**src/rtl/hazard_ctrl_if.sv**
```systemverilog
// ----------------------------------------------------------------------------
// hazard_ctrl_if
//   Bundles the pipeline-to-hazard-controller signals of the RISC-V core.
//   Optional feature macro used by the controller: HAZARD_PERF_CNT_EN.
//
//   Requests (pipeline -> controller):
//     loaduse_hazard_i  ID load-use dependency
//     je_i, jump_addr_i EX branch/jump taken and its target
//     mem_wait_i        MEM data memory not ready (level)
//     mc_start_i        EX multi-cycle op issued (pulse)
//     mc_len_i          multi-cycle op length, sampled with mc_start_i
//     trap_i            exception/interrupt taken
//     trap_addr_i       trap vector
//   Responses (controller -> pipeline):
//     stall_o           per-stage hold
//     flush_o           per-stage bubble
//     redirect_o        PC loads redirect_addr_o
//     redirect_addr_o   redirect target
//     mc_done_o         last stall cycle of a multi-cycle op
//
//   Modports: master = pipeline side, slave = hazard controller.
// ----------------------------------------------------------------------------
interface hazard_ctrl_if #(
  parameter int unsigned XLEN       = 32,
  parameter int unsigned NUM_STAGES = 5,
  parameter int unsigned MC_CNT_W   = 6
);

  logic                  loaduse_hazard_i;
  logic                  je_i;
  logic [XLEN-1:0]       jump_addr_i;
  logic                  mem_wait_i;
  logic                  mc_start_i;
  logic [MC_CNT_W-1:0]   mc_len_i;
  logic                  trap_i;
  logic [XLEN-1:0]       trap_addr_i;

  logic [NUM_STAGES-1:0] stall_o;
  logic [NUM_STAGES-1:0] flush_o;
  logic                  redirect_o;
  logic [XLEN-1:0]       redirect_addr_o;
  logic                  mc_done_o;

  modport master (
    output loaduse_hazard_i,
    output je_i,
    output jump_addr_i,
    output mem_wait_i,
    output mc_start_i,
    output mc_len_i,
    output trap_i,
    output trap_addr_i,
    input  stall_o,
    input  flush_o,
    input  redirect_o,
    input  redirect_addr_o,
    input  mc_done_o
  );

  modport slave (
    input  loaduse_hazard_i,
    input  je_i,
    input  jump_addr_i,
    input  mem_wait_i,
    input  mc_start_i,
    input  mc_len_i,
    input  trap_i,
    input  trap_addr_i,
    output stall_o,
    output flush_o,
    output redirect_o,
    output redirect_addr_o,
    output mc_done_o
  );

endinterface

```
**src/rtl/hazard_ctrl.sv**
```systemverilog
// ----------------------------------------------------------------------------
// hazard_ctrl
//   Pipeline hazard/redirect controller. Merges trap, data-memory wait,
//   multi-cycle EX op, branch/jump and load-use requests (in that strict
//   priority) into per-stage stall/flush vectors and a single PC redirect.
//   A small counter FSM holds the front of the pipe while a multi-cycle op
//   (mul/div) occupies EX.
//
//   Stage bits: 0=PC, 1=IF/ID, 2=ID/EX, 3=EX/MEM, 4=MEM/WB; any bit above 4
//   follows bit 4. Flush of a stage always overrides its stall.
//
//   Ports:
//     clk    core clock
//     rst_n  asynchronous active-low reset; forces all outputs to 0 while low
//     bus    hazard_ctrl_if.slave (requests in, stall/flush/redirect out)
//   Optional (macro HAZARD_PERF_CNT_EN defined):
//     perf_stall_cyc_o  cycles with stall_o[0] set (wraps at 2^32)
//     perf_flush_cnt_o  redirect events (wraps at 2^32)
//   Without HAZARD_PERF_CNT_EN those ports and counters do not exist.
// ----------------------------------------------------------------------------
module hazard_ctrl #(
  parameter int unsigned XLEN       = 32,
  parameter int unsigned NUM_STAGES = 5,
  parameter int unsigned MC_CNT_W   = 6
) (
  input  logic         clk,
  input  logic         rst_n,
  hazard_ctrl_if.slave bus
`ifdef HAZARD_PERF_CNT_EN
  ,
  output logic [31:0]  perf_stall_cyc_o,
  output logic [31:0]  perf_flush_cnt_o
`endif
);

  // FSM encoding kept as plain constants for compatibility with older tools.
  localparam logic [0:0] StIdle   = 1'b0;
  localparam logic [0:0] StMcBusy = 1'b1;

  // Canonical 5-bit stage patterns (bit4 = MEM/WB ... bit0 = PC).
  localparam logic [4:0] PatNone      = 5'b00000;
  localparam logic [4:0] TrapFlush    = 5'b11110;
  localparam logic [4:0] MemWaitStall = 5'b01111;
  localparam logic [4:0] MemWaitFlush = 5'b10000;
  localparam logic [4:0] McStall      = 5'b00111;
  localparam logic [4:0] McFlush      = 5'b01000;
  localparam logic [4:0] JumpFlush    = 5'b00110;
  localparam logic [4:0] LuStall      = 5'b00011;
  localparam logic [4:0] LuFlush      = 5'b00100;

  localparam logic [MC_CNT_W-1:0] CntOne  = MC_CNT_W'(1);
  localparam logic [MC_CNT_W-1:0] CntZero = '0;

  // Widen a 5-bit pattern to NUM_STAGES bits; stages beyond MEM/WB copy bit4.
  function automatic logic [NUM_STAGES-1:0] expand(input logic [4:0] pat);
    logic [NUM_STAGES-1:0] res;
    for (int i = 0; i < int'(NUM_STAGES); i++) begin
      res[i] = pat[4];
      if (i < 5) begin
        res[i] = pat[i[2:0]];
      end
    end
    return res;
  endfunction

  logic [0:0]          state_q, state_d;
  logic [MC_CNT_W-1:0] cnt_q, cnt_d;

  // A busy state with a zero count cannot finish normally; it is treated as
  // idle for output purposes and recovered on the next edge.
  logic busy_live;
  logic idle_mc_issue;

  assign busy_live     = (state_q == StMcBusy) && (cnt_q != CntZero);
  assign idle_mc_issue = (state_q == StIdle) && bus.mc_start_i && (bus.mc_len_i != CntZero);

  // --------------------------------------------------------------------------
  // Next-state: only trap aborts an op; mem_wait does not freeze the counter
  // because the multi-cycle unit keeps computing regardless of MEM.
  // --------------------------------------------------------------------------
  always_comb begin
    state_d = state_q;
    cnt_d   = cnt_q;
    if (bus.trap_i) begin
      state_d = StIdle;
      cnt_d   = CntZero;
    end else if (state_q == StMcBusy) begin
      if (cnt_q <= CntOne) begin
        state_d = StIdle;
        cnt_d   = CntZero;
      end else begin
        cnt_d = cnt_q - CntOne;
      end
    end else if (!bus.mem_wait_i && bus.mc_start_i && (bus.mc_len_i > CntOne)) begin
      // The issue cycle itself is the first stall cycle.
      state_d = StMcBusy;
      cnt_d   = bus.mc_len_i - CntOne;
    end
  end

  always_ff @(posedge clk or negedge rst_n) begin
    if (!rst_n) begin
      state_q <= StIdle;
      cnt_q   <= CntZero;
    end else begin
      state_q <= state_d;
      cnt_q   <= cnt_d;
    end
  end

  // --------------------------------------------------------------------------
  // Output decode, strict priority.
  // --------------------------------------------------------------------------
  logic [4:0]      stall_pat;
  logic [4:0]      flush_pat;
  logic            redirect;
  logic [XLEN-1:0] redirect_addr;
  logic            mc_done;

  always_comb begin
    stall_pat     = PatNone;
    flush_pat     = PatNone;
    redirect      = 1'b0;
    redirect_addr = '0;
    mc_done       = 1'b0;
    if (!rst_n) begin
      // Everything stays quiet while held in reset.
      stall_pat = PatNone;
    end else if (bus.trap_i) begin
      flush_pat     = TrapFlush;
      redirect      = 1'b1;
      redirect_addr = bus.trap_addr_i;
    end else if (bus.mem_wait_i) begin
      // EX keeps its branch/mc request and re-presents it once MEM is ready.
      stall_pat = MemWaitStall;
      flush_pat = MemWaitFlush;
      mc_done   = busy_live && (cnt_q == CntOne);
    end else if (busy_live) begin
      stall_pat = McStall;
      flush_pat = McFlush;
      mc_done   = (cnt_q == CntOne);
    end else if (idle_mc_issue) begin
      stall_pat = McStall;
      flush_pat = McFlush;
      mc_done   = (bus.mc_len_i == CntOne);
    end else if ((state_q == StIdle) && bus.je_i && !bus.mc_start_i) begin
      // The instruction in ID is wrong-path, so any load-use on it is moot.
      flush_pat     = JumpFlush;
      redirect      = 1'b1;
      redirect_addr = bus.jump_addr_i;
    end else if (bus.loaduse_hazard_i) begin
      stall_pat = LuStall;
      flush_pat = LuFlush;
    end
  end

  logic [NUM_STAGES-1:0] stall_vec;
  logic [NUM_STAGES-1:0] flush_vec;

  always_comb begin
    flush_vec = expand(flush_pat);
    stall_vec = expand(stall_pat) & ~flush_vec;
  end

  assign bus.stall_o         = stall_vec;
  assign bus.flush_o         = flush_vec;
  assign bus.redirect_o      = redirect;
  assign bus.redirect_addr_o = redirect_addr;
  assign bus.mc_done_o       = mc_done;

`ifdef HAZARD_PERF_CNT_EN
  // --------------------------------------------------------------------------
  // Performance counters; free-running and wrapping.
  // --------------------------------------------------------------------------
  logic [31:0] perf_stall_q, perf_stall_d;
  logic [31:0] perf_flush_q, perf_flush_d;

  always_comb begin
    perf_stall_d = perf_stall_q;
    perf_flush_d = perf_flush_q;
    if (stall_vec[0]) begin
      perf_stall_d = perf_stall_q + 32'd1;
    end
    if (redirect) begin
      perf_flush_d = perf_flush_q + 32'd1;
    end
  end

  always_ff @(posedge clk or negedge rst_n) begin
    if (!rst_n) begin
      perf_stall_q <= '0;
      perf_flush_q <= '0;
    end else begin
      perf_stall_q <= perf_stall_d;
      perf_flush_q <= perf_flush_d;
    end
  end

  assign perf_stall_cyc_o = perf_stall_q;
  assign perf_flush_cnt_o = perf_flush_q;
`endif

endmodule
```
**src/flat_wrapper.sv**
```systemverilog
// flat-port wrapper written by rule: the top's interface ports become plain ports
module hazard_ctrl_flat 
#(
  parameter int unsigned XLEN       = 32,
  parameter int unsigned NUM_STAGES = 5,
  parameter int unsigned MC_CNT_W   = 6
)
  (clk, rst_n, bus_loaduse_hazard_i, bus_je_i, bus_jump_addr_i, bus_mem_wait_i, bus_mc_start_i, bus_mc_len_i, bus_trap_i, bus_trap_addr_i, bus_stall_o, bus_flush_o, bus_redirect_o, bus_redirect_addr_o, bus_mc_done_o);
  hazard_ctrl_if #(.XLEN(XLEN), .NUM_STAGES(NUM_STAGES), .MC_CNT_W(MC_CNT_W)) bus_i ();
  input  logic clk;
  input  logic rst_n;
  input wire logic [$bits(bus_i.loaduse_hazard_i)-1:0] bus_loaduse_hazard_i;
  input wire logic [$bits(bus_i.je_i)-1:0] bus_je_i;
  input wire logic [$bits(bus_i.jump_addr_i)-1:0] bus_jump_addr_i;
  input wire logic [$bits(bus_i.mem_wait_i)-1:0] bus_mem_wait_i;
  input wire logic [$bits(bus_i.mc_start_i)-1:0] bus_mc_start_i;
  input wire logic [$bits(bus_i.mc_len_i)-1:0] bus_mc_len_i;
  input wire logic [$bits(bus_i.trap_i)-1:0] bus_trap_i;
  input wire logic [$bits(bus_i.trap_addr_i)-1:0] bus_trap_addr_i;
  output wire logic [$bits(bus_i.stall_o)-1:0] bus_stall_o;
  output wire logic [$bits(bus_i.flush_o)-1:0] bus_flush_o;
  output wire logic [$bits(bus_i.redirect_o)-1:0] bus_redirect_o;
  output wire logic [$bits(bus_i.redirect_addr_o)-1:0] bus_redirect_addr_o;
  output wire logic [$bits(bus_i.mc_done_o)-1:0] bus_mc_done_o;
  assign bus_i.loaduse_hazard_i = bus_loaduse_hazard_i;
  assign bus_i.je_i = bus_je_i;
  assign bus_i.jump_addr_i = bus_jump_addr_i;
  assign bus_i.mem_wait_i = bus_mem_wait_i;
  assign bus_i.mc_start_i = bus_mc_start_i;
  assign bus_i.mc_len_i = bus_mc_len_i;
  assign bus_i.trap_i = bus_trap_i;
  assign bus_i.trap_addr_i = bus_trap_addr_i;
  assign bus_stall_o = bus_i.stall_o;
  assign bus_flush_o = bus_i.flush_o;
  assign bus_redirect_o = bus_i.redirect_o;
  assign bus_redirect_addr_o = bus_i.redirect_addr_o;
  assign bus_mc_done_o = bus_i.mc_done_o;
  hazard_ctrl #(.XLEN(XLEN), .NUM_STAGES(NUM_STAGES), .MC_CNT_W(MC_CNT_W)) u_core (.clk(clk), .rst_n(rst_n), .bus(bus_i));
endmodule
```
**config.mk**
```make
export PLATFORM = sky130hd
export DESIGN_NAME = hazard_ctrl_flat
export DESIGN_NICKNAME = d
export VERILOG_FILES = /design/src/rtl/hazard_ctrl_if.sv /design/src/rtl/hazard_ctrl.sv /design/src/flat_wrapper.sv
export SDC_FILE = /design/constraint.sdc
export NUM_CORES = 1
export LEC_CHECK = 0
export CAP_MARGIN = 20
export CELL_PAD_IN_SITES_DETAIL_PLACEMENT = 1
export CELL_PAD_IN_SITES_GLOBAL_PLACEMENT = 1
export CORE_ASPECT_RATIO = 0.75
export CORE_MARGIN = 1.5
export CORE_UTILIZATION = 19
export DETAILED_ROUTE_END_ITERATION = 8
export PLACE_DENSITY = 0.81
export SLEW_MARGIN = 15
export SYNTH_ARGS = -nofsm -noshare
export SYNTH_HDL_FRONTEND = slang
export SYNTH_SLANG_ARGS = --single-unit
```
**constraint.sdc**
```tcl
create_clock -name clk -period 2.1 [get_ports clk]
set_input_delay 0.21 -clock clk [delete_from_list [all_inputs] [get_ports clk]]
set_output_delay 0.21 -clock clk [all_outputs]
set_load 0.005 [all_outputs]
```
### Yosys cells after proc, flatten, opt, wreduce, memory -nomap -nowiden

Index checks and enable logic that the tools add are counted.

| storage, ports and cells | value |
|---|---|
| bits in registers | 7 |
| bits of input ports | 77 |
| output and inout bits | 44 |
| word-level logic and storage cells | 63 |

| cells by class | value |
|---|---|
| $add $sub $neg | 2 |
| $lt $le $gt $ge | 2 |
| eq/ne operators | 2 |
| multiplexer cells | 39 |
| bitwise logic cells | 3 |
| reduce and logical (&&, ||, !) cells | 13 |

Operator list:

| cell | number |
|---|---|
| $mux W32 | 6 |
| $mux W5 | 12 |
| $mux W6 | 4 |
| $mux W1 | 15 |
| $eq A6 B1 Y1 const B | 2 |
| $reduce_bool A6 Y1 | 2 |
| $sub A6 B1 Y6 const B | 2 |
| $logic_and A1 B1 Y1 | 8 |
| $gt A6 B1 Y1 const B | 1 |
| $le A6 B1 Y1 const B | 1 |
| $and A5 B5 Y5 | 1 |
| $not A5 Y5 | 1 |
| $mux W3 | 1 |
| $reduce_bool A3 Y1 | 1 |
| $logic_not A1 Y1 | 2 |
| $mux W2 | 1 |
| $not A1 Y1 | 1 |

### Logic depth before layout (Yosys ltp)

Gate-level depths: netlist (run 1).

| logic depth | value |
|---|---|
| word-level depth | 11 |
| depth in mapped cells | 7 |
| depth with buffers taken out | 6 |

### Worst setup path after synthesis (run 1)

OpenSTA, ideal clock, no wires.

| timing path | value |
|---|---|
| kind | register to output |
| start | register u_core.state_q |
| end | output port bus_redirect_addr_o[10] |
| data arrival time | 1563 ps |
| required time | 1890 ps |
| slack | 327 ps |
| cell stages (with the launch flop) | 6 |
| buffers on the path | 1 |
| path through | dfrtp_1 -> or3b_2 -> nor3_2 -> buf_2 -> a22oi_1 -> nor2b_1 |

| on the way | value |
|---|---|
| longest elaborated chain between the ends | 9 |
| elaborated cells between the ends (all ways) | 12 |
| those cells by class | 6 x mux; 1 x bitwise; 5 x reduce/logical |

RTL lines:

| element | line | RTL |
|---|---|---|
| from (decl) | hazard_ctrl.sv:66 | `logic [0:0] state_q, state_d;` |
| from (signal assigned) | hazard_ctrl.sv:103 | `state_q <= StIdle;` |
| from (signal assigned) | hazard_ctrl.sv:106 | `state_q <= state_d;` |
| $not A1 Y1 | hazard_ctrl.sv:75, hazard_ctrl.sv:146 |  |
| $logic_and A1 B1 Y1 (2 in series) | hazard_ctrl.sv:146 | `end else if ((state_q == StIdle) && bus.je_i && !bus.mc_start_i) begin` |
| $mux W32 | hazard_ctrl.sv:146 |  |
| $mux W32 | hazard_ctrl.sv:142 | `end else if (idle_mc_issue) begin` |
| $mux W32 * | hazard_ctrl.sv:138 | `end else if (busy_live) begin` |
| $mux W32 * | hazard_ctrl.sv:133 | `end else if (bus.mem_wait_i) begin` |
| $mux W32 * | hazard_ctrl.sv:129 | `end else if (bus.trap_i) begin` |
| $mux W32 * | hazard_ctrl.sv:126 | `if (!rst_n) begin` |
| to (decl) | flat_wrapper.sv:23 | `output wire logic [$bits(bus_i.redirect_addr_o)-1:0] bus_redirect_addr_o;` |

Mark *: on every way between the ends. The rest lies on a longest branch, timed or not.

### Final worst setup path (run 1)

| timing path | value |
|---|---|
| start | register u_core.state_q |
| end | output port bus_redirect_addr_o[9] |

Same word-level chain as after synthesis.

==> results.tsv, run 1 <==
stage	metric	value	unit
die	rows	25	
place	dpl_cell_area	0.00272	sq mm
worst_setup_path	end_kind	output pin	
pwr	p_leak	1.24	nW
place	dpl.hpwl	4940	microns
pwr	p_sw	0.000305	W
worst_setup_path	cp.required	1.89	ns
worst_setup_path	worstPathArrival	1.91	ns
route	wl_per_cell	16.8	microns
yosys	synthesis.area	0.00126	sq mm
clock_network	cts_tree	built	
route	drtAntennaViolNets	0	
worst_setup_path	cp_cell_sequence	or3b_4 > nor3_4 > buf_6 > buf_12 > buf_6 > a22oi_2 > nor2b_1 > buf_2	
worst_setup_path	crit_path_max_fanout	8	
final_layout	nets	403	
place	place_ws	-0.405	ns
die	die_y	73.5	microns
sta	fin_crit_sh	101	%
final_layout	drive_above_1_share	31.6	%
route	drc	0	
yosys	synth_cell_type_count	40	
pwr	p_seq_share	18.1	%
global_route	use_met1	22.2	%
die	core_area	0.00635	sq mm
worst_setup_path	cp_common_cell	buf_6	
yosys	ys_seq_area_share	13.9	%
final_layout	diodes	0	
clock_network	ctsHtreeMaxLevel	1	
hold_path	hold_class	in -> async	
global_route	busiest_layer	met2	
sta	timing.final.ws_setup	-0.0197	ns
global_route	grt_pass1_wl	10200	microns
clock_network	clk_pin_slew	0.04	ns
place	port_buffers	118	
route	vias_per_cell	4.81	
clock_network	clock_sinks	7	
pwr	netSwitchingFraction	33.1	%
global_route	grt_antenna_before_repair	0	
job	max_cap_violations	0	
sta	min_period	2.12	ns
final_layout	final_cell_mix	74 x clkdlybuf4s50_1, 35 x nor2b_1, 31 x buf_4	
die	initial_utilization	19.8	%
final_layout	multi_input_area	0.00108	sq mm
die	die_area	0.00713	sq mm
route	dr.pass1.iters	4	
pwr	p_per_area	322	mW/mm^2
die	die_w	97.0	microns
final_layout	seqCellArea	175	sq um
sta	finalSetupViolations	6	
yosys	avgSynthCellArea	7.40	sq um
yosys	async_flop_share	100	%
route	vias	1930	
worst_setup_path	slowest_delay	0.40	ns
yosys	synth_edf_count	0	
worst_setup_path	crit_type	reg -> out	
pwr	p_int	0.000615	W
yosys	yosysWarningCount	0	
clock_network	clkLatencyLatePin	0.23	ns
sta	rsz0062_at_grt	true	
pwr	combPwrFrac	60.6	%
route	wl	6760	microns
final_layout	final_common_cell	clkdlybuf4s50_1	
route	first_iter_violations	60	
clock_network	root_buffer	clkbuf_8	
yosys	ys_ff_latch	7	
sta	drv_slew	0	
global_route	use_met3	2.00	%
global_route	overflow	0	
final_layout	fin_util	44.9	%
final_layout	n_fill_cell	785	
global_route	grt_max_degree	26	
worst_setup_path	critPathSlowestCell	or3b_4	
outcome	outcome	finished, violations left	
sta	maxClockFrequency	0.472	GHz
global_route	grt_pass1_vias	2015	
final_layout	stdcell_area	0.00285	sq mm
die	io_pins	121	
sta	final_hold_viol_count	0	
outcome	violations	setup timing	
clock_network	cts.hold.buffers_added	0	
yosys	ys.flop_type	dfrtp_1	
global_route	use_met2	33.2	%
final_layout	synthToLayoutAreaGrowth	127	%
pwr	vdd_drop_max	166	uV
yosys	synth_cells	170	
place	routabilityCongestion	0.802	
worst_setup_path	crit_path_start_kind	flop	
sta	clock_skew	0.00326	ns
worst_setup_path	r2r_slack	0.13	ns
clock_network	cts_buffer_depth	2	
pwr	clkPwrFrac	21.3	%
global_route	track_usage	17.7	%
clock_network	cts_buffers	3	
-- registers in the layout, indices dropped and copies added (netlist names) --
name / cells
u_core.state_q: 1
u_core.cnt_q: 6
-- timing repair --
item / 4_1_cts / 5_1_grt
setup endpoints to repair: 40 / 34
gates cloned: 1 / 0
gates resized for setup: 136 / 34
buffers inserted: 14 / 1
pin swaps: 6 / 2
endpoints found under the hold margin: 0 / 0
-- cell usage after synthesis (all sizes together) (2+ instances only) --
cell    number  area share, %
nand2        6            1.8
nand4b       2            1.4
a22oi       32             19
a22o         5            3.5
ha           5            5.0
dfrtp        7             14
nor3b        2            1.2
nor3         4            2.0
xnor2        3            2.1
a21oi        4            1.6
nand2b       3            1.5
mux2i        2            1.6
clkbuf      10            3.0
o21ai        3            1.2
o21a         2            1.2
nor2        11            3.3
nor2b       35             17
o22ai        3            1.5
a31oi        2           0.99
buf          7            3.9
inv          6            1.8
-- power groups by stage --
| stage | logic, W | registers (W) | clock network, W |
|---|---|---|---|
| floorplan | 0.000204 | 0.000165 | 0 |
| global placement | 0.000524 | 0.000163 | 0 |
| detailed placement | 0.000538 | 0.000165 | 0 |
| CTS | 0.000559 | 0.000166 | 0.000194 |
| global route | 0.000601 | 0.000168 | 0.000204 |
| finish | 0.000558 | 0.000166 | 0.000196 |
-- per-layer routing --
layer / part of all wire [%] / wire length [microns]
met5: 0 / 0
met4: 1.1 / 72
met3: 4.1 / 279
met2: 53 / 3550
met1: 42 / 2850
-- cell families after synthesis --
logic type	after synthesis	share of synthesized area (%)
compound gates	58	35.1
xor+xnor	3	2.09
fa+ha+maj	5	4.97
buf+inv	23	8.65
flops	7	13.9
mux	2	1.59
other cells	1	0.298
simple gates	71	33.4
-- per-stage QoR --
step	cells	setup TNS, ns	hold WS, ns	power [W]
floorplan	171	0	-0.0856	0.000369
global placement	383	-11.60	0.498	0.000688
detailed placement	383	-13.14	0.513	0.000703
CTS	402	-1.89	0.525	0.000918
global route	401	-1.09	0.556	0.000973
finish	401	-0.0704	0.524	0.000920
-- critical path: cells and delay by family (launching register included) --
kind / cells / cell delay, ns
simple gates: 3 / 0.72
buf+inv: 4 / 0.52
flops: 1 / 0.39
compound gates: 1 / 0.04
-- layout make-up --
| class | instances | area share (%) |
|---|---|---|
| clock buffers | 4 | 1.58 |
| inverters | 6 | 0.789 |
| multi-input cells | 141 | 37.7 |
| flip-flops and latches | 7 | 6.14 |
| well taps | 81 | 3.55 |
| repair buffers | 162 | 50.2 |
-- path summary, 6_finish.rpt --
path / to / cells past startpoint / startpoint
max: bus_redirect_addr_o[9] / 8 / u_core.state_q$_DFF_PN0_
max in group asynchronous: u_core.cnt_q[2]$_DFFE_PN0P_ / 2 / rst_n
min reg2reg: u_core.cnt_q[3]$_DFFE_PN0P_ / 1 / u_core.cnt_q[3]$_DFFE_PN0P_
max reg2reg: u_core.cnt_q[3]$_DFFE_PN0P_ / 6 / u_core.state_q$_DFF_PN0_
min: u_core.cnt_q[4]$_DFFE_PN0P_ / 2 / rst_n
min in group clk: u_core.cnt_q[3]$_DFFE_PN0P_ / 1 / u_core.cnt_q[3]$_DFFE_PN0P_
Note: power is estimated with default switching activity, not from simulation.
==> inputs of run 2 (changes only) <==
Settings changed: CORE_MARGIN 1.5 to 5, CTS_CLUSTER_SIZE set to 20.
==> results.tsv, run 2 (synthesis gave the netlist of run 1 again) <==
stage	metric	value	unit
outcome	outcome	finished, violations left	
outcome	violations	setup timing	
clock_network	cts_buffers	3	
sta	maxClockFrequency	0.463	GHz
worst_setup_path	crit_path_start_kind	flop	
sta	final_hold_viol_count	0	
final_layout	final_common_cell	clkdlybuf4s50_1	
clock_network	cts_tree	built	
final_layout	drive_above_1_share	38.7	%
worst_setup_path	crit_end	bus_redirect_addr_o[26]	
die	core_area	0.00638	sq mm
final_layout	nets	411	
global_route	grt_antenna_before_repair	0	
route	first_iter_violations	79	
clock_network	cts.hold.buffers_added	0	
pwr	p_per_area	318	mW/mm^2
final_layout	diodes	0	
clock_network	clock_sinks	7	
pwr	p_leak	1.29	nW
worst_setup_path	cp_cell_sequence	or3b_4 > nor3_4 > buf_6 > buf_16 > buf_4 > a22oi_2 > nor2b_1 > buf_2	
place	routabilityCongestion	0.847	
clock_network	clk_pin_slew	0.05	ns
worst_setup_path	crit_buf_inv	4	
worst_setup_path	cp_top_family	simple AND/OR/NAND/NOR gates	
die	initial_utilization	19.7	%
route	wl	7380	microns
place	port_buffers	118	
global_route	use_met1	20.5	%
worst_setup_path	crit_path_max_fanout	8	
final_layout	synthToLayoutAreaGrowth	139	%
sta	finalSetupViolations	16	
route	drtAntennaViolNets	0	
worst_setup_path	reg2reg_from	u_core.state_q$_DFF_PN0_	
sta	fin_crit_sh	103	%
die	io_pins	121	
die	rows	25	
worst_setup_path	critPathSlowestCell	or3b_4	
global_route	use_met2	30.9	%
sta	clock_skew	0.00387	ns
worst_setup_path	crit_type	reg -> out	
clock_network	clkLatencyLatePin	0.23	ns
route	vias_per_cell	4.76	
worst_setup_path	r2r-end	u_core.cnt_q[3]$_DFFE_PN0P_	
die	die_area	0.00837	sq mm
pwr	vdd_drop_max	217	uV
worst_setup_path	worstPathArrival	1.95	ns
worst_setup_path	cp.required	1.89	ns
global_route	track_usage	17.0	%
worst_setup_path	r2r_cells	6	
pwr	fin_total_pwr	0.000956	W
global_route	overflow	0	
worst_setup_path	r2r_slack	0.12	ns
die	die_y	80.5	microns
worst_setup_path	end_kind	output pin	
global_route	grt_max_degree	35	
worst_setup_path	startpoint	u_core.state_q$_DFF_PN0_	
sta	timing.final.ws_setup	-0.0596	ns
final_layout	largestRegisters	u_core.cnt_q: 6 flops, u_core.state_q: 1 flops	
global_route	busiest_layer	met2	
sta	whs	0.446	ns
global_route	use_met3	3.13	%
clock_network	ctsHtreeMaxLevel	1	
final_layout	final_cell_mix	75 x clkdlybuf4s50_1, 38 x buf_4, 35 x nor2b_1	
die	die_w	104	microns
job	max_cap_violations	0	
worst_setup_path	critical_path_depth	8	
global_route	grt_pass1_vias	2179	
route	drc	0	
route	wl_per_cell	18.1	microns
route	dr.pass1.iters	4	
place	dpl.hpwl	5320	microns
route	vias	1947	
final_layout	largest_reg_flops	6	
clock_network	cts_buffer_depth	2	
sta	rsz0062_at_grt	true	
hold_path	hold_class	in -> async	
clock_network	root_buffer	clkbuf_8	
sta	drv_slew	0	
worst_setup_path	slowest_delay	0.43	ns
sta	min_period	2.16	ns
final_layout	regMostFlops	u_core.cnt_q	
global_route	grt_pass1_wl	11600	microns
-- run 2: cell count changes in the layout (fill, tap and decap cells not counted), sizes merged --
cell	delta
dlymetal6s2s	-1
clkdlybuf4s50	+1
buf	+16
dlygate4sd2	-4
clkbuf	-4
-- run 2: final cells by class --
class / instances / area [sq um]
multi-input combinational: 141 / 1160
sequential: 7 / 175
fill: 775 / 3380
clock buffer: 4 / 45.0
inverter: 6 / 22.5
tap: 81 / 101
timing repair buffer: 170 / 1500
-- run 2: through the flow --
| stage | instance area, sq um | util [%] | instances | TNS (ns) | worst slack, ns |
|---|---|---|---|---|---|
| CTS | 2950 | 46.2 | 409 | -1.17 | -0.116 |
| global route | 3000 | 47.1 | 409 | -2.33 | -0.154 |
| floorplan | 1260 | - | 171 | 0 | 0.327 |
| detailed placement | 2700 | 42.3 | 381 | -13.36 | -0.420 |
| global placement | 2700 | 42.3 | 381 | -11.86 | -0.377 |
| finish | 3000 | 47.1 | 409 | -0.596 | -0.0596 |
-- run 2: worst min path at each step --
stage | startpoint | end | slack, ns | cells past startpoint
final | rst_n | u_core.cnt_q[4]$_DFFE_PN0P_ | 0.45 | 2
after global routing | rst_n | u_core.cnt_q[4]$_DFFE_PN0P_ | 0.48 | 2
after CTS | rst_n | u_core.cnt_q[4]$_DFFE_PN0P_ | 0.45 | 2
after detailed placement | u_core.cnt_q[5]$_DFFE_PN0P_ | u_core.cnt_q[5]$_DFFE_PN0P_ | 0.53 | 1
after global placement | u_core.cnt_q[5]$_DFFE_PN0P_ | u_core.cnt_q[5]$_DFFE_PN0P_ | 0.50 | 1
after floorplan | rst_n | u_core.cnt_q[0]$_DFFE_PN0P_ | -0.09 | 0
-- run 2: timing repair --
| action | 4_1_cts | 5_1_grt |
|---|---|---|
| gates cloned | 3 | 0 |
| resized for setup | 168 | 27 |
| hold endpoints to repair | 0 | 0 |
| pin swaps | 5 | 5 |
| buffers inserted | 21 | 3 |
| endpoints found under the setup margin | 40 | 39 |
-- run 2: report_power, final --
group          internal (W)  switching [W]
clock              0.000132      0.0000647
combinational      0.000353       0.000240
sequential         0.000150      0.0000159
total              0.000635       0.000321
-- run 2: per-layer routing --
layer / part of all wire [%] / vias to the layer above
met5: 0 / -
met4: 1.3 / 0
met3: 4.8 / 8
met2: 52 / 64
met1: 42 / 936
li1: - / 939
==> inputs of run 3 (changes only) <==
Settings changed: CORE_ASPECT_RATIO 0.75 to 1.25, SKIP_LAST_GASP set to 1.
==> results.tsv, run 3 (synthesis gave the netlist of run 1 again) <==
stage	metric	value	unit
sta	min_period	2.08	ns
worst_setup_path	end_kind	output pin	
final_layout	largest_reg_flops	6	
outcome	outcome	finished, final reports clean	
die	die_w	82.8	microns
route	first_iter_violations	44	
route	wl_per_cell	17.2	microns
clock_network	ctsHtreeMaxLevel	1	
worst_setup_path	cp_top_family	simple AND/OR/NAND/NOR gates	
route	vias_per_cell	4.73	
clock_network	cts.hold.buffers_added	0	
route	drtAntennaViolNets	0	
final_layout	largestRegisters	u_core.cnt_q: 6 flops, u_core.state_q: 1 flops	
pwr	fin_total_pwr	0.000879	W
clock_network	cts_buffers	3	
sta	final_hold_viol_count	0	
worst_setup_path	cp_cell_sequence	or3b_4 > nor3_4 > buf_6 > buf_12 > buf_6 > a22oi_1 > nor2b_1 > buf_2	
global_route	grt_pass1_vias	1981	
final_layout	nets	390	
final_layout	n_fill_cell	816	
route	wl	6770	microns
route	routed-wl-met2	3610	microns
route	met3_length	390	microns
global_route	track_usage	15.9	%
clock_network	root_buffer	clkbuf_8	
place	dpl.hpwl	5180	microns
die	die_y	101	microns
job	max_cap_violations	0	
global_route	grt_pass1_wl	10800	microns
die	core_area	0.00652	sq mm
worst_setup_path	crit_path_max_fanout	8	
hold_path	hold_class	in -> async	
sta	fin_crit_sh	98.9	%
final_layout	stdcell_area	0.00273	sq mm
pwr	p_leak	1.19	nW
die	die_area	0.00836	sq mm
worst_setup_path	cp.required	1.89	ns
route	dr.pass1.iters	4	
sta	finalSetupViolations	0	
clock_network	clock_sinks	7	
final_layout	diodes	0	
final_layout	synthToLayoutAreaGrowth	117	%
die	io_pins	121	
sta	rsz0062_at_grt	true	
route	wl_met1	2630	microns
final_layout	fin_util	41.9	%
clock_network	cts_tree	built	
place	dp_cells	380	
clock_network	clkLatencyLatePin	0.22	ns
clock_network	cts_buffer_depth	2	
pwr	vdd_drop_max	313	uV
global_route	overflow	0	
route	highest_layer	met4	
die	rows	33	
sta	drv_slew	0	
final_layout	final_cell_mix	74 x clkdlybuf4s50_1, 35 x nor2b_1, 29 x a22oi_1, 29 x buf_2, 22 x buf_4	
final_layout	regMostFlops	u_core.cnt_q	
worst_setup_path	worstPathArrival	1.87	ns
route	vias	1864	
worst_setup_path	cp_common_cell	buf_6	
worst_setup_path	slowest_delay	0.41	ns
sta	clock_skew	0.000742	ns
global_route	grt_antenna_before_repair	0	
final_layout	final_common_cell	clkdlybuf4s50_1	
worst_setup_path	critPathSlowestCell	or3b_4	
place	routabilityCongestion	0.810	
final_layout	drive_above_1_share	25.7	%
worst_setup_path	crit_buf_inv	4	
die	initial_utilization	19.3	%
sta	maxClockFrequency	0.481	GHz
pwr	p_per_area	322	mW/mm^2
global_route	grt_max_degree	39	
sta	setup-tns-final	0	ns
place	dpl_cell_area	0.00266	sq mm
route	drc	0	
place	port_buffers	118	
final_layout	final_cells	394	
clock_network	clk_pin_slew	0.04	ns
worst_setup_path	crit_type	reg -> out	
worst_setup_path	crit_path_start_kind	flop	
run 3: changes by cell type in the layout (fill, tap and decap cells not counted), moves of 4 or more:
cell           delta
buf_6             -5
buf_4            -16
a22oi_2          -23
dlygate4sd2_1     +4
buf_2             -4
a22oi_1          +23
run 3: through the flow:
stage / hold WS, ns / setup WS (ns)
global route: 0.570 / -0.0736
global placement: 0.514 / -0.394
detailed placement: 0.530 / -0.441
CTS: 0.539 / -0.106
finish: 0.536 / 0.0224
floorplan: -0.0856 / 0.327
run 3: what timing repair did:
item                                    in CTS  in global routing
gates resized for setup                    118                 36
pin swaps                                    3                  4
cloned                                       3                  0
buffers inserted                             7                  0
endpoints found under the setup margin      40                 36
run 3: worst min-delay path, cell delays in order:
cell and delay, ns:
clkdlybuf4s50_1 0.51, buf_12 0.19, buf_4 0.18
run 3: worst paths after layout:
| path | slack, ns | endpoint | cells after the start | from |
|---|---|---|---|---|
| min in group clk | 0.55 | u_core.cnt_q[3]$_DFFE_PN0P_ | 1 | u_core.cnt_q[3]$_DFFE_PN0P_ |
| max in group asynchronous | 1.44 | u_core.cnt_q[0]$_DFFE_PN0P_ | 3 | rst_n |
| setup / recovery | 0.02 | bus_redirect_addr_o[7] | 8 | u_core.state_q$_DFF_PN0_ |
| hold reg to reg | 0.55 | u_core.cnt_q[3]$_DFFE_PN0P_ | 1 | u_core.cnt_q[3]$_DFFE_PN0P_ |
| hold / removal | 0.54 | u_core.cnt_q[4]$_DFFE_PN0P_ | 3 | rst_n |
| setup reg to reg | 0.26 | u_core.cnt_q[3]$_DFFE_PN0P_ | 5 | u_core.state_q$_DFF_PN0_ |
run 3: cell type report:
type,instances,area [sq um],area share (%)
tap,87,109,3.99
inverter,6,22.5,0.825
multi-input combinational,141,1030,37.8
timing repair buffer,149,1350,49.3
sequential,7,175,6.41
clock buffer,4,45.0,1.65
run 3: layer usage:
metal / vias to the layer above / global-route usage [%]
met3: 10 / 3.68
met2: 85 / 30.4
li1: 901 / -
met4: 0 / 3.02
met1: 868 / 17.9
met5: - / 0
run 3: report_power, final:
group | total (W) | internal, W | switching [W]
clock | 0.000185 | 0.000131 | 0.0000541
sequential | 0.000166 | 0.000150 | 0.0000154
combinational | 0.000529 | 0.000317 | 0.000212
total | 0.000879 | 0.000598 | 0.000282
